### src/rtl/mem_pkg.sv
// mem_pkg: shared definitions for the memory-stage access unit.
//   - FSM state encoding (2-bit)
//   - default byte address of data-memory word 0
//   - value returned to MEM/WB when an access is aborted or is a store
package mem_pkg;

  typedef logic [1:0] state_t;

  localparam state_t S_IDLE = 2'd0;
  localparam state_t S_WAIT = 2'd1;
  localparam state_t S_DONE = 2'd2;

  localparam logic [31:0] DATA_BASE_DEF = 32'h1001_0000;
  localparam logic [31:0] ABORT_RDATA   = 32'h0;

endpackage

### src/rtl/mem_wait_counter.sv
// mem_wait_counter: saturating up-counter used as the memory timeout.
// Ports:
//   clk, reset  - falling-edge clock, async active-low reset
//   i_clr       - synchronous clear to 0 (has priority over i_en)
//   i_en        - count up by one, holding at MAX_WAIT
//   o_done      - count has reached MAX_WAIT
module mem_wait_counter #(
  parameter int MAX_WAIT = 15
) (
  input  logic clk,
  input  logic reset,
  input  logic i_clr,
  input  logic i_en,
  output logic o_done
);

  localparam int CW = (MAX_WAIT < 1) ? 1 : $clog2(MAX_WAIT + 1);

  logic [CW-1:0] r_cnt;
  logic          w_sat;

  assign w_sat  = (r_cnt >= CW'(MAX_WAIT));
  assign o_done = w_sat;

  always_ff @(negedge clk or negedge reset) begin
    if (!reset)                r_cnt <= '0;
    else if (i_clr)            r_cnt <= '0;
    else if (i_en && !w_sat)   r_cnt <= r_cnt + CW'(1);
  end

endmodule

### src/rtl/mem_access_unit.sv
// mem_access_unit: MEM-stage controller. Turns the EX/MEM load/store into a
// req/ack transaction on the data-memory port and stalls the front of the
// pipeline while it is outstanding.
// Ports:
//   clk, reset                 - falling-edge clock, async active-low reset
//   MemRead/MemWrite_EX_MEM    - access request (both set = store)
//   ALUResult_EX_MEM           - byte address; WriteData_EX_MEM - store data
//   mem_rdata, mem_ack         - memory response (ack is a one-cycle pulse)
//   mem_req/we/addr/wdata      - registered memory request
//   ReadMemData                - load result to MEM/WB
//   Stall_MEM, Enable_MEM_WB   - pipeline freeze / MEM/WB capture enable
//   AddrError, BusError        - sticky error flags, cleared by reset only
module mem_access_unit
  import mem_pkg::*;
#(
  parameter logic [31:0] DATA_BASE  = DATA_BASE_DEF,
  parameter int          ADDR_WIDTH = 10,
  parameter int          MAX_WAIT   = 15
) (
  input  logic                  clk,
  input  logic                  reset,
  input  logic                  MemRead_EX_MEM,
  input  logic                  MemWrite_EX_MEM,
  input  logic [31:0]           ALUResult_EX_MEM,
  input  logic [31:0]           WriteData_EX_MEM,
  input  logic [31:0]           mem_rdata,
  input  logic                  mem_ack,
  output logic                  mem_req,
  output logic                  mem_we,
  output logic [ADDR_WIDTH-1:0] mem_addr,
  output logic [31:0]           mem_wdata,
  output logic [31:0]           ReadMemData,
  output logic                  Stall_MEM,
  output logic                  Enable_MEM_WB,
  output logic                  AddrError,
  output logic                  BusError
);

  state_t                r_state, w_next;
  logic                  r_req, r_we, r_addr_err, r_bus_err;
  logic [ADDR_WIDTH-1:0] r_addr;
  logic [31:0]           r_wdata, r_rdata;

  logic                  w_access, w_bad, w_go;
  logic [31:0]           w_off;
  logic [ADDR_WIDTH-1:0] w_waddr;
  logic                  w_stall, w_cnt_clr, w_cnt_en, w_cnt_done;

  assign w_access = MemRead_EX_MEM | MemWrite_EX_MEM;
  assign w_bad    = (ALUResult_EX_MEM[1:0] != 2'b00) || (ALUResult_EX_MEM < DATA_BASE);
  assign w_go     = w_access && !w_bad;
  assign w_off    = ALUResult_EX_MEM - DATA_BASE;
  // Word address wraps modulo the memory size.
  assign w_waddr  = ADDR_WIDTH'(w_off >> 2);

  mem_wait_counter #(.MAX_WAIT(MAX_WAIT)) u_wait_cnt (
    .clk    (clk),
    .reset  (reset),
    .i_clr  (w_cnt_clr),
    .i_en   (w_cnt_en),
    .o_done (w_cnt_done)
  );

  always_ff @(negedge clk or negedge reset) begin
    if (!reset) r_state <= S_IDLE;
    else        r_state <= w_next;
  end

  always_comb begin
    w_next    = r_state;
    w_stall   = 1'b0;
    w_cnt_clr = 1'b0;
    w_cnt_en  = 1'b0;
    case (r_state)
      S_IDLE: if (w_go) begin
        w_next    = S_WAIT;
        w_stall   = 1'b1;
        w_cnt_clr = 1'b1;
      end
      S_WAIT: begin
        w_stall = 1'b1;
        // Ack beats a simultaneous timeout.
        if (mem_ack || w_cnt_done) w_next = S_DONE;
        else                       w_cnt_en = 1'b1;
      end
      S_DONE:  w_next = S_IDLE;
      default: w_next = S_IDLE;
    endcase
  end

  always_ff @(negedge clk or negedge reset) begin
    if (!reset) begin
      r_req      <= 1'b0;
      r_we       <= 1'b0;
      r_addr     <= '0;
      r_wdata    <= '0;
      r_rdata    <= '0;
      r_addr_err <= 1'b0;
      r_bus_err  <= 1'b0;
    end else begin
      case (r_state)
        S_IDLE: begin
          if (w_access && w_bad) r_addr_err <= 1'b1;
          else if (w_go) begin
            r_req   <= 1'b1;
            r_we    <= MemWrite_EX_MEM;
            r_addr  <= w_waddr;
            r_wdata <= WriteData_EX_MEM;
          end
        end
        S_WAIT: begin
          if (mem_ack) begin
            r_rdata <= r_we ? ABORT_RDATA : mem_rdata;
            r_req   <= 1'b0;
          end else if (w_cnt_done) begin
            r_bus_err <= 1'b1;
            r_rdata   <= ABORT_RDATA;
            r_req     <= 1'b0;
          end
        end
        default: ;
      endcase
    end
  end

  assign mem_req       = r_req;
  assign mem_we        = r_we;
  assign mem_addr      = r_addr;
  assign mem_wdata     = r_wdata;
  assign ReadMemData   = (r_state == S_DONE) ? r_rdata : ABORT_RDATA;
  assign Stall_MEM     = w_stall;
  assign Enable_MEM_WB = ~w_stall;
  assign AddrError     = r_addr_err;
  assign BusError      = r_bus_err;

endmodule

### config.mk
export PLATFORM = sky130hd
export DESIGN_NAME = mem_access_unit
export DESIGN_NICKNAME = d
export VERILOG_FILES = /design/src/rtl/mem_pkg.sv /design/src/rtl/mem_wait_counter.sv /design/src/rtl/mem_access_unit.sv
export SDC_FILE = /design/constraint.sdc
export NUM_CORES = 1
export LEC_CHECK = 0
export BUFFER_PORTS_ARGS = -buffer_cell sky130_fd_sc_hd__buf_2
export CORE_AREA = 5 5 92 94
export CTS_CLUSTER_SIZE = 24
export DETAILED_ROUTE_END_ITERATION = 7
export DIE_AREA = 0 0 97 99
export PLACE_DENSITY = 0.86
export SLEW_MARGIN = 20
export SYNTH_ARGS = -nofsm -noshare
export SYNTH_HDL_FRONTEND = slang
export SYNTH_SLANG_ARGS = --single-unit
### constraint.sdc
create_clock -name clk -period 5.4 [get_ports clk]
set_input_delay 0.81 -clock clk [delete_from_list [all_inputs] [get_ports clk]]
set_output_delay 0.81 -clock clk [all_outputs]
set_load 0.03 [all_outputs]
; After elaboration in Yosys (flattened, before gate mapping)
; Index checks and enable logic that the tools add are counted.
[op_classes]
addsub = 2
magnitude_cmp = 2
n_eq_ne = 6
n_mux = 19
bitwise = 4
n_reduce_logical = 18
[ops]
columns = op, count
row1 = two-way mux 32 bit, 4
row2 = "< comparator 32 x 29 -> 1 bit, second input constant", 1
row3 = "subtractor 12 x 1 -> 12 bit, second input constant", 1
row4 = two-way mux 1 bit, 8
row5 = two-way mux 4 bit, 2
row6 = nonzero test 2 bit, 4
row7 = "inequality test 2 bit, second input constant", 3
row8 = AND reduction 2 bit, 3
row9 = AND reduction 3 bit, 2
row10 = "adder 4 x 1 -> 4 bit, second input constant", 1
row11 = ">= comparator 4 bit, second input constant", 1
row12 = two-way mux 2 bit, 2
row13 = one-hot mux 1 bit (2 select lines), 2
row14 = one-hot mux 2 bit (2 select lines), 1
row15 = AND reduction 4 bit, 1
row16 = logical AND 1 bit, 3
row17 = "inequality test 3 x 2 -> 1 bit, second input constant", 1
row18 = NOT 1 bit, 3
row19 = "== test 2 x 1 -> 1 bit, second input constant", 1
row20 = "== test 2 bit, second input constant", 1
row21 = zero test 1 bit, 2
row22 = zero test 2 bit, 1
row23 = logical OR 1 bit, 2
row24 = OR 1 bit, 1
[word_totals]
reg_bits = 84
in_bits = 101
out_inout_bits = 80
wordCells = 60

; Depth between registers and ports, before layout
; Gate-level depths: netlist of run 1.
[depth]
word_depth = 7
ltp_mapped = 8
mapped_depth_nobuf = 6

; Modules after synthesis
; A second synthesis of run 1 with hierarchy kept.
[hier_totals]
cells_unflattened = 314
hier_area_um2 = 3754.9
[by_module_without_submodules]
columns = module, n_inst, cells_per_inst, area_each_um2, seq_area_each_um2
row1 = mem_access_unit, 1, 294, 3525.9, 2001.9
row2 = mem_wait_counter, 1, 20, 229.0, 100.1

==> run summary, run 1 <==
hpwl dp = 6600 um
Synth Area in Compound Gates = 0.0201
Initial Util = 0.477
clk slew on worst S/H paths = 60 ps
hold buffer count at CTS = 0
GR Overflow Total = 0
mean post-synth cell area = 11.4 um^2
vias per std cell = 4.88
RSZ-0062 raised after global routing = false
R2R setup slack = 3360 ps
Hold Path Class = reg2reg
register area share after synthesis = 0.583
Avg WL per Cell = 14.6 um
post-CTS setup buffers = 0
antenna cells = 0
share of layout cells above drive strength 1 = 0.494
max-slew violation count = 0
row count = 32
post-synthesis mux area share = 0.150
Synth cell types = 32
DIE WIDTH = 97 um
Post-Synth XOR/XNOR Area = 0.00729
setup TNS = 0 ps
DR pass1 iterations = 4
post-synthesis async set-or-reset flop share = 1.00
Clock Latency Late Sink = 320 ps
outcome = finished, final reports clean
initial antenna violation count = 0
cts repair resizes = 0
Area Overhead vs Synth = 32.5%
CTS tree = built
crit path kind = reg2out
slew margin rel. = 0.338
Pwr Density = 409 mW/mm^2
routability cong. = 0.801
CP startpoint kind = register
PortBufs = 176
Post-synth EDFFs = 0
num ports = 181
Final #Nets = 590
clk root buf = clkbuf_8
final setup vio count = 0
Num CTS Buffers = 9
DR iter-0 viols = 59
Worst Tran Pin Value = 992 ps
main combinational cell family by area after synthesis = simple AND/OR/NAND/NOR gates
Syn Inst Count = 315
Sink Count = 84
YS warnings = 0
IR drop worst, VDD = 0.281 mV
number of nets with antenna violations after routing = 0
Max Clock Skew = 9.57 ps
Crit Path Max Fanout = 32
Critical Path RT = 4590 ps
die height = 99 um
Most used DFF post-synth = dfrtn_1
Max-cap violations = 0
Leakage = 2.61 nW
final hold vios = 0
first-pass GRT wire length = 14,600 um
Core Footprint = 0.00757 mm^2
Synth Area in Adders = 0.00347
Util after Layout = 0.631
GRT Util Overall = 0.184
Post-Route WL = 8690 um
largest net degree at the start of global routing = 44
vias in the first global route = 3,142
commonest cells after routing, fill and taps aside = buf_2 (175), dfrtn_1 (84), nand2_1 (66)
CTS Buffer Depth = 2
kind of end point of the critical path = primary output
Die ar. = 0.00960 mm^2
commonest non-fill, non-tap cell in the layout = buf_2
H-tree depth = 3
synthesized area = 0.00361 mm^2
# DRC = 0
crit path DAT = 4320 ps
DR vias = 2,901
simple-gate portion of the synthesized area = 0.208
synthesized net count = 417
Yosys reg bits = 84
==> cell usage after synthesis (2+ instances only) <==
master    number  share of area
buf_2          4         0.0056
nor2_1         7         0.0073
nand2_1       66          0.069
nor2b_1        3         0.0052
nor4_1         3         0.0052
xor2_1         3         0.0073
nand3_1       35          0.049
nand2b_1       2         0.0035
clkbuf_1       8         0.0083
mux2_2        28          0.087
buf_6          3         0.0094
and2_1        32          0.056
dfrtn_1       84           0.58
nor3_1         2         0.0028
mux2_4        15          0.062
buf_1          4         0.0042
==> metal layers <==
| metal | vias to the layer above | wire, um | GRT usage |
|---|---|---|---|
| met2 | 127 | 4260 | 0.314 |
| met5 | - | 0 | 0 |
| met4 | 0 | 102 | 0.0659 |
| li1 | 1395 | - | - |
| met1 | 1368 | 3480 | 0.212 |
| met3 | 11 | 849 | 0.0715 |
==> cell families after synthesis <==
logic type	Yosys count
DFF	84
muxes	43
adders and majority gates	1
AOI/OAI and AO/OA	9
xor gates and xnor gates	3
and+or+nand+nor	155
buffers and inverters	20
==> report_power, final <==
part	switching, W	internal (W)
clock network	0.000211	0.000222
registers	0.0000883	0.000806
logic	0.000395	0.000233
==> per-stage QoR <==
step	hold WS, ps	power (W)	worst slack [ps]	cell area, um^2	std cells
floorplan	391	0.00132	458	3610	315
global route	422	0.00207	137	4780	594
CTS	408	0.00198	251	4780	594
finish	403	0.00195	266	4780	594
detailed placement	409	0.00154	216	4590	579
global placement	401	0.00151	257	4590	579
==> final timing paths <==
kind	startpoint	end	cells after the start
setup reg to reg	u_wait_cnt.r_cnt[0]$_DFFE_NN0P_	r_rdata[12]$_DFFE_NN0P_	6
max in group asynchronous	reset	mem_addr[5]$_DFFE_NN0P_	2
hold / removal	r_rdata[26]$_DFFE_NN0P_	r_rdata[26]$_DFFE_NN0P_	2
min in group asynchronous	reset	r_rdata[20]$_DFFE_NN0P_	1
setup / recovery	r_state[1]$_DFFE_NN0P_	ReadMemData[25]	4
hold reg to reg	r_rdata[26]$_DFFE_NN0P_	r_rdata[26]$_DFFE_NN0P_	2
==> final cells by class <==
type | instances | area, um^2
well taps | 102 | 128
repair buffers | 181 | 946
inverters | 1 | 3.75
clock buffers | 10 | 138
flip-flops and latches | 84 | 2100
clock inverters | 5 | 52.6
multi-input cells | 211 | 1410
fillers | 610 | 2790
==> registers in the layout, summed over array words and instances, names as in the netlist <==
signal	flops
BusError	1
u_wait_cnt.r_cnt	4
mem_we	1
mem_req	1
r_rdata	32
mem_wdata	32
r_state	2
AddrError	1
mem_addr	10
==> worst max-delay path, cell delays in order, from the launching register on <==
cell and delay [ps]:
dfrtn_1 500, nor2b_1 150, buf_4 260, and2_1 180, buf_2 200
No activity file was read; power rests on OpenSTA's default activity.
==> run 2: changes to the inputs <==
--- a/config.mk
+++ b/config.mk
@@ -11,6 +11,7 @@
 export DETAILED_ROUTE_END_ITERATION = 7
 export DIE_AREA = 0 0 97 99
 export PLACE_DENSITY = 0.86
+export RECOVER_POWER = 50
 export SLEW_MARGIN = 20
 export SYNTH_ARGS = -nofsm -noshare
 export SYNTH_HDL_FRONTEND = slang
==> run summary, run 2 (same netlist as run 1, synthesis figures left out) <==
Max Clock Skew = 9.63 ps (+0.0626 ps)
crit path capture = ReadMemData[25]
crit path kind = reg2out
IR drop worst, VDD = 0.279 mV (-0.71%)
post-CTS setup buffers = 0 (unchanged)
Max-cap violations = 0 (unchanged)
die height = 99 um (unchanged)
Util after Layout = 0.622 (-0.00909)
Switching Share = 0.360 (+0.00457)
share of layout cells above drive strength 1 = 0.423 (-0.0711)
GR Overflow Total = 0 (unchanged)
r2r endpoint = r_rdata[12]$_DFFE_NN0P_
R2R setup slack = 3360 ps (about the same)
crit path DAT = 4330 ps (about the same)
Sink Count = 84 (unchanged)
setup TNS = 0 ps (unchanged)
slew margin rel. = 0.312 (-0.0256)
cell count of the worst reg-to-reg path = 6 (unchanged)
num ports = 181 (unchanged)
final hold vios = 0 (unchanged)
clk root buf = clkbuf_8
delay-heaviest family, CP = flip-flops
PnR worst setup slack = 264 ps (-2.51 ps)
FILL cells = 635 (+4.1%)
DP Worst Slack = 216 ps (unchanged)
Area Overhead vs Synth = 30.6%
outcome = finished, final reports clean
Post-Route WL = 8700 um (+0.14%)
share of total power in the clock network = 0.224 (+0.003)
vias in the first global route = 3,142 (unchanged)
largest net degree at the start of global routing = 44 (unchanged)
Leakage = 2.51 nW (-3.8%)
hpwl dp = 6600 um (unchanged)
GRT Util Overall = 0.184 (unchanged)
first-pass GRT wire length = 14,600 um (unchanged)
CTS tree = built
DIE WIDTH = 97 um (unchanged)
cts repair resizes = 0 (unchanged)
Int Power = 0.00124 W (-1.8%)
initial antenna violation count = 0 (unchanged)
vias per std cell = 4.88 (-0.10%)
CP Launch Point = r_state[1]$_DFFE_NN0P_
CP bufs+invs = 2 (unchanged)
PortBufs = 176 (unchanged)
commonest non-fill, non-tap cell in the layout = buf_2
Hold Path Class = reg2reg
Final #Nets = 590 (unchanged)
overall power = 0.00193 W (-1.1%)
Critical Path RT = 4590 ps (about the same)
clk slew on worst S/H paths = 60 ps (about the same)
RSZ-0062 raised after global routing = false
DR pass1 iterations = 4 (unchanged)
H-tree depth = 3 (unchanged)
# DRC = 0 (unchanged)
commonest cells after routing, fill and taps aside = buf_2 (142), dfrtn_1 (84), nand2_1 (66)
Comb pwr share = 0.313 (-0.008)
Sequential Power Share = 0.463 (+0.006)
Core Footprint = 0.00757 mm^2 (unchanged)
Die ar. = 0.00960 mm^2 (unchanged)
CP max stage cell = dfrtn_1
Worst Tran Pin Value = 1030 ps (+39.5 ps)
number of nets with antenna violations after routing = 0 (unchanged)
hold buffer count at CTS = 0 (unchanged)
row count = 32 (unchanged)
Crit Path Max Fanout = 32 (unchanged)
antenna cells = 0 (unchanged)
CP startpoint kind = register
max-slew violation count = 0 (unchanged)
Num CTS Buffers = 9 (unchanged)
critical-path cell list = nor2b_1 > buf_4 > and2_1 > buf_2
Net Sw Power = 0.000695 W (+0.22%)
Critical Path Stages = 4 (unchanged)
worst r2r src = u_wait_cnt.r_cnt[0]$_DFFE_NN0P_
hold path start = r_rdata[26]$_DFFE_NN0P_
Clock Latency Late Sink = 320 ps (about the same)
DR iter-0 viols = 65 (+10%)
Pwr Density = 411 mW/mm^2 (+0.39%)
routability cong. = 0.801 (unchanged)
Avg WL per Cell = 14.6 um (+0.14%)
CTS Buffer Depth = 2 (unchanged)
Initial Util = 0.477 (unchanged)
kind of end point of the critical path = primary output
critical path's largest stage delay = 500 ps (about the same)
final setup vio count = 0 (unchanged)
DR vias = 2,898 (-0.10%)
run 2: cell count changes in the layout (fill, tap and decap cells not counted), sizes merged:
| cell | delta |
|---|---|
| buf | -35 |
| clkbuf | +35 |
run 2: worst min path at each step:
| stage | to | slack [ps] | cells past startpoint |
|---|---|---|---|
| 2_1_floorplan | r_rdata[0]$_DFFE_NN0P_ | 390 | 2 |
| 3_3_place_gp | r_rdata[30]$_DFFE_NN0P_ | 400 | 2 |
| 3_5_place_dp | r_rdata[26]$_DFFE_NN0P_ | 410 | 2 |
| 4_1_cts | r_rdata[5]$_DFFE_NN0P_ | 410 | 2 |
| 5_1_grt | r_rdata[21]$_DFFE_NN0P_ | 430 | 2 |
| 6_report | r_rdata[26]$_DFFE_NN0P_ | 400 | 2 |
run 2: area by class of cell:
cell class | instances | area [um^2] | share of cell area
Tap cell | 102 | 128 | 0.0271
Sequential cell | 84 | 2100 | 0.446
Timing Repair Buffer | 181 | 887 | 0.188
Clock inverter | 5 | 52.6 | 0.0112
Inverter | 1 | 3.75 | 0.000797
Multi-Input combinational cell | 211 | 1400 | 0.297
Clock buffer | 10 | 138 | 0.0292
run 2: layer usage:
| layer | GRT usage | share of wire |
|---|---|---|
| met3 | 0.0715 | 0.097 |
| met1 | 0.212 | 0.40 |
| met4 | 0.0659 | 0.012 |
| met5 | 0 | 0 |
| met2 | 0.314 | 0.49 |
run 2: worst min-delay path, delay by kind of cell (launching register included):
| family | cells | cell delay, ps |
|---|---|---|
| DFF | 1 | 400 |
| and+or+nand+nor | 2 | 100 |
run 2: stage by stage:
step                      instances  instance area (um^2)  hold slack (ps)
after floorplan                 315                  3610              391
after global placement          579                  4590              401
after detailed placement        579                  4590              409
after CTS                       594                  4780              408
after global routing            594                  4710              426
final                           594                  4710              403
run 2: power groups by stage:
stage / combinational (W) / clock (W) / sequential (W)
floorplan: 0.000229 / 0 / 0.00109
global placement: 0.000621 / 0 / 0.000890
detailed placement: 0.000637 / 0 / 0.000903
CTS: 0.000637 / 0.000444 / 0.000895
global route: 0.000655 / 0.000473 / 0.000918
finish: 0.000605 / 0.000433 / 0.000896
==> run 3: changes to the inputs <==
==> constraint.sdc (replaced) <==
create_clock -name clk -period 5.4 [get_ports clk]
set_input_delay 0.54 -clock clk [delete_from_list [all_inputs] [get_ports clk]]
set_output_delay 0.54 -clock clk [all_outputs]
set_load 0.03 [all_outputs]
==> run summary, run 3 (same netlist as run 1, synthesis figures left out) <==
outcome = complete, but fails checks
failing checks = max-capacitance violations, max-slew violations
IR drop worst, VDD = 0.307 mV (+9.8%)
Avg WL per Cell = 15.0 um (+2.2%)
antenna cells = 0 (unchanged)
crit path DAT = 4350 ps (+20 ps)
final hold vios = 0 (unchanged)
row count = 32 (unchanged)
Num CTS Buffers = 9 (unchanged)
Max-cap violations = 1 (+1)
number of nets with antenna violations after routing = 0 (unchanged)
Leakage = 2.49 nW (-0.64%)
kind of end point of the critical path = primary output
# DRC = 0 (unchanged)
FILL cells = 670 (+5.5%)
clk slew on worst S/H paths = 60 ps (about the same)
slew margin rel. = -0.363 (-0.676)
hpwl dp = 6510 um (-1.4%)
Clock Latency Late Sink = 330 ps (about the same)
max-slew violation count = 85 (+85)
CTS tree = built
Critical Path RT = 4860 ps (+270 ps)
non-filler cells, final = 592 (-0.34%)
DIE WIDTH = 97 um (unchanged)
setup TNS = 0 ps (unchanged)
vias in the first global route = 3,070 (-2.3%)
DR pass1 iterations = 4 (unchanged)
share of layout cells above drive strength 1 = 0.418 (-0.00440)
Sink Count = 84 (unchanged)
Hold Path Class = reg2reg
commonest non-fill, non-tap cell in the layout = buf_2
cts repair resizes = 0 (unchanged)
first-pass GRT wire length = 14,700 um (+1.1%)
Worst Tran Pin Value = 2050 ps (+1010 ps)
clk root buf = clkbuf_8
H-tree depth = 3 (unchanged)
RSZ-0062 raised after global routing = false
GR Overflow Total = 0 (unchanged)
PortBufs = 176 (unchanged)
vias per std cell = 4.90 (+0.34%)
met1 Use GR = 0.232 (+0.0200)
Core Footprint = 0.00757 mm^2 (unchanged)
Reg area = 0.00210 mm^2 (unchanged)
Max Clock Skew = 10.4 ps (+0.802 ps)
hold buffer count at CTS = 0 (unchanged)
GRT busiest layer = met2
Pwr Density = 407 mW/mm^2 (-0.77%)
largest net degree at the start of global routing = 85 (+93%)
Initial Util = 0.477 (unchanged)
num ports = 181 (unchanged)
met3 global-route usage = 0.0630 (-0.00849)
routability cong. = 0.801 (about the same)
CTS Buffer Depth = 2 (unchanged)
GRT Util Overall = 0.186 (+0.00204)
CP startpoint kind = register
Crit Path Max Fanout = 32 (unchanged)
GRT met2 Usage = 0.309 (-0.00478)
Final #Nets = 589 (-0.17%)
final setup vio count = 0 (unchanged)
die height = 99 um (unchanged)
hold_ws = 403 ps (+0.0100 ps)
DR vias = 2,898 (unchanged)
Post-Route WL = 8860 um (+1.8%)
initial antenna violation count = 0 (unchanged)
Die ar. = 0.00960 mm^2 (unchanged)
placed cell count = 578 (-0.17%)
crit path kind = reg2out
Area Overhead vs Synth = 30.1%
DR iter-0 viols = 93 (+43%)
post-CTS setup buffers = 0 (unchanged)
commonest cells after routing, fill and taps aside = buf_2 (142), dfrtn_1 (84), nand2_1 (66)
area of the multi-input gates = 0.00140 mm^2 (unchanged)
==> run 3: cell types whose count changed in the layout (fill, tap and decap cells not counted) <==
| cell | delta |
|---|---|
| bufinv_16 | -1 |
| clkbuf_8 | +2 |
| clkbuf_2 | -1 |
| clkinv_2 | -3 |
| clkbuf_1 | +1 |
==> run 3: routing by layer <==
metal  share of wire  wire [um]  vias up
li1                -          -     1387
met1            0.40       3560     1377
met2            0.49       4350      122
met3           0.096        848       12
met4           0.012        108        0
met5               0          0        -
==> run 3: worst paths after layout <==
path                            slack, ps                       startpoint                               to  cells after the start
worst max register to register       3370  u_wait_cnt.r_cnt[0]$_DFFE_NN0P_          r_rdata[31]$_DFFE_NN0P_                      6
worst min register to register        400          r_rdata[16]$_DFFE_NN0P_          r_rdata[16]$_DFFE_NN0P_                      2
worst max-delay path                  510           r_state[1]$_DFFE_NN0P_                  ReadMemData[29]                      4
min in group asynchronous            3370                            reset          r_rdata[20]$_DFFE_NN0P_                      1
max in group asynchronous             800                            reset  u_wait_cnt.r_cnt[0]$_DFFE_NN0P_                      1
worst min-delay path                  400          r_rdata[16]$_DFFE_NN0P_          r_rdata[16]$_DFFE_NN0P_                      2
==> run 3: per-stage QoR <==
step	total power (W)	util	setup WS, ps	area [um^2]
final	0.00191	0.620	507	4690
after global routing	0.00203	0.620	337	4690
after CTS	0.00195	0.627	496	4740
after detailed placement	0.00154	0.604	479	4570
after global placement	0.00151	0.604	519	4570
after floorplan	0.00132	-	728	3610
==> run 3: cell type report <==
class | instances | share of cell area
sequential | 84 | 0.448
clock buffer | 13 | 0.0360
clock inverter | 1 | 0.00160
tap | 102 | 0.0272
timing repair buffer | 180 | 0.188
multi-input combinational | 211 | 0.298
inverter | 1 | 0.000800
==> run 3: critical path, stage by stage, from the launching register on <==
cell     delay (ps)
dfrtn_1         520
nor2b_1         160
buf_4           260
and2_1          180
buf_2           200
==> run 3: where the power goes <==
group	internal, W	leakage (nW)	total [W]	switching (W)
Combinational	0.000212	1.35	0.000607	0.000396
Sequential	0.000806	1.05	0.000896	0.0000897
Clock	0.000201	0.0876	0.000408	0.000208
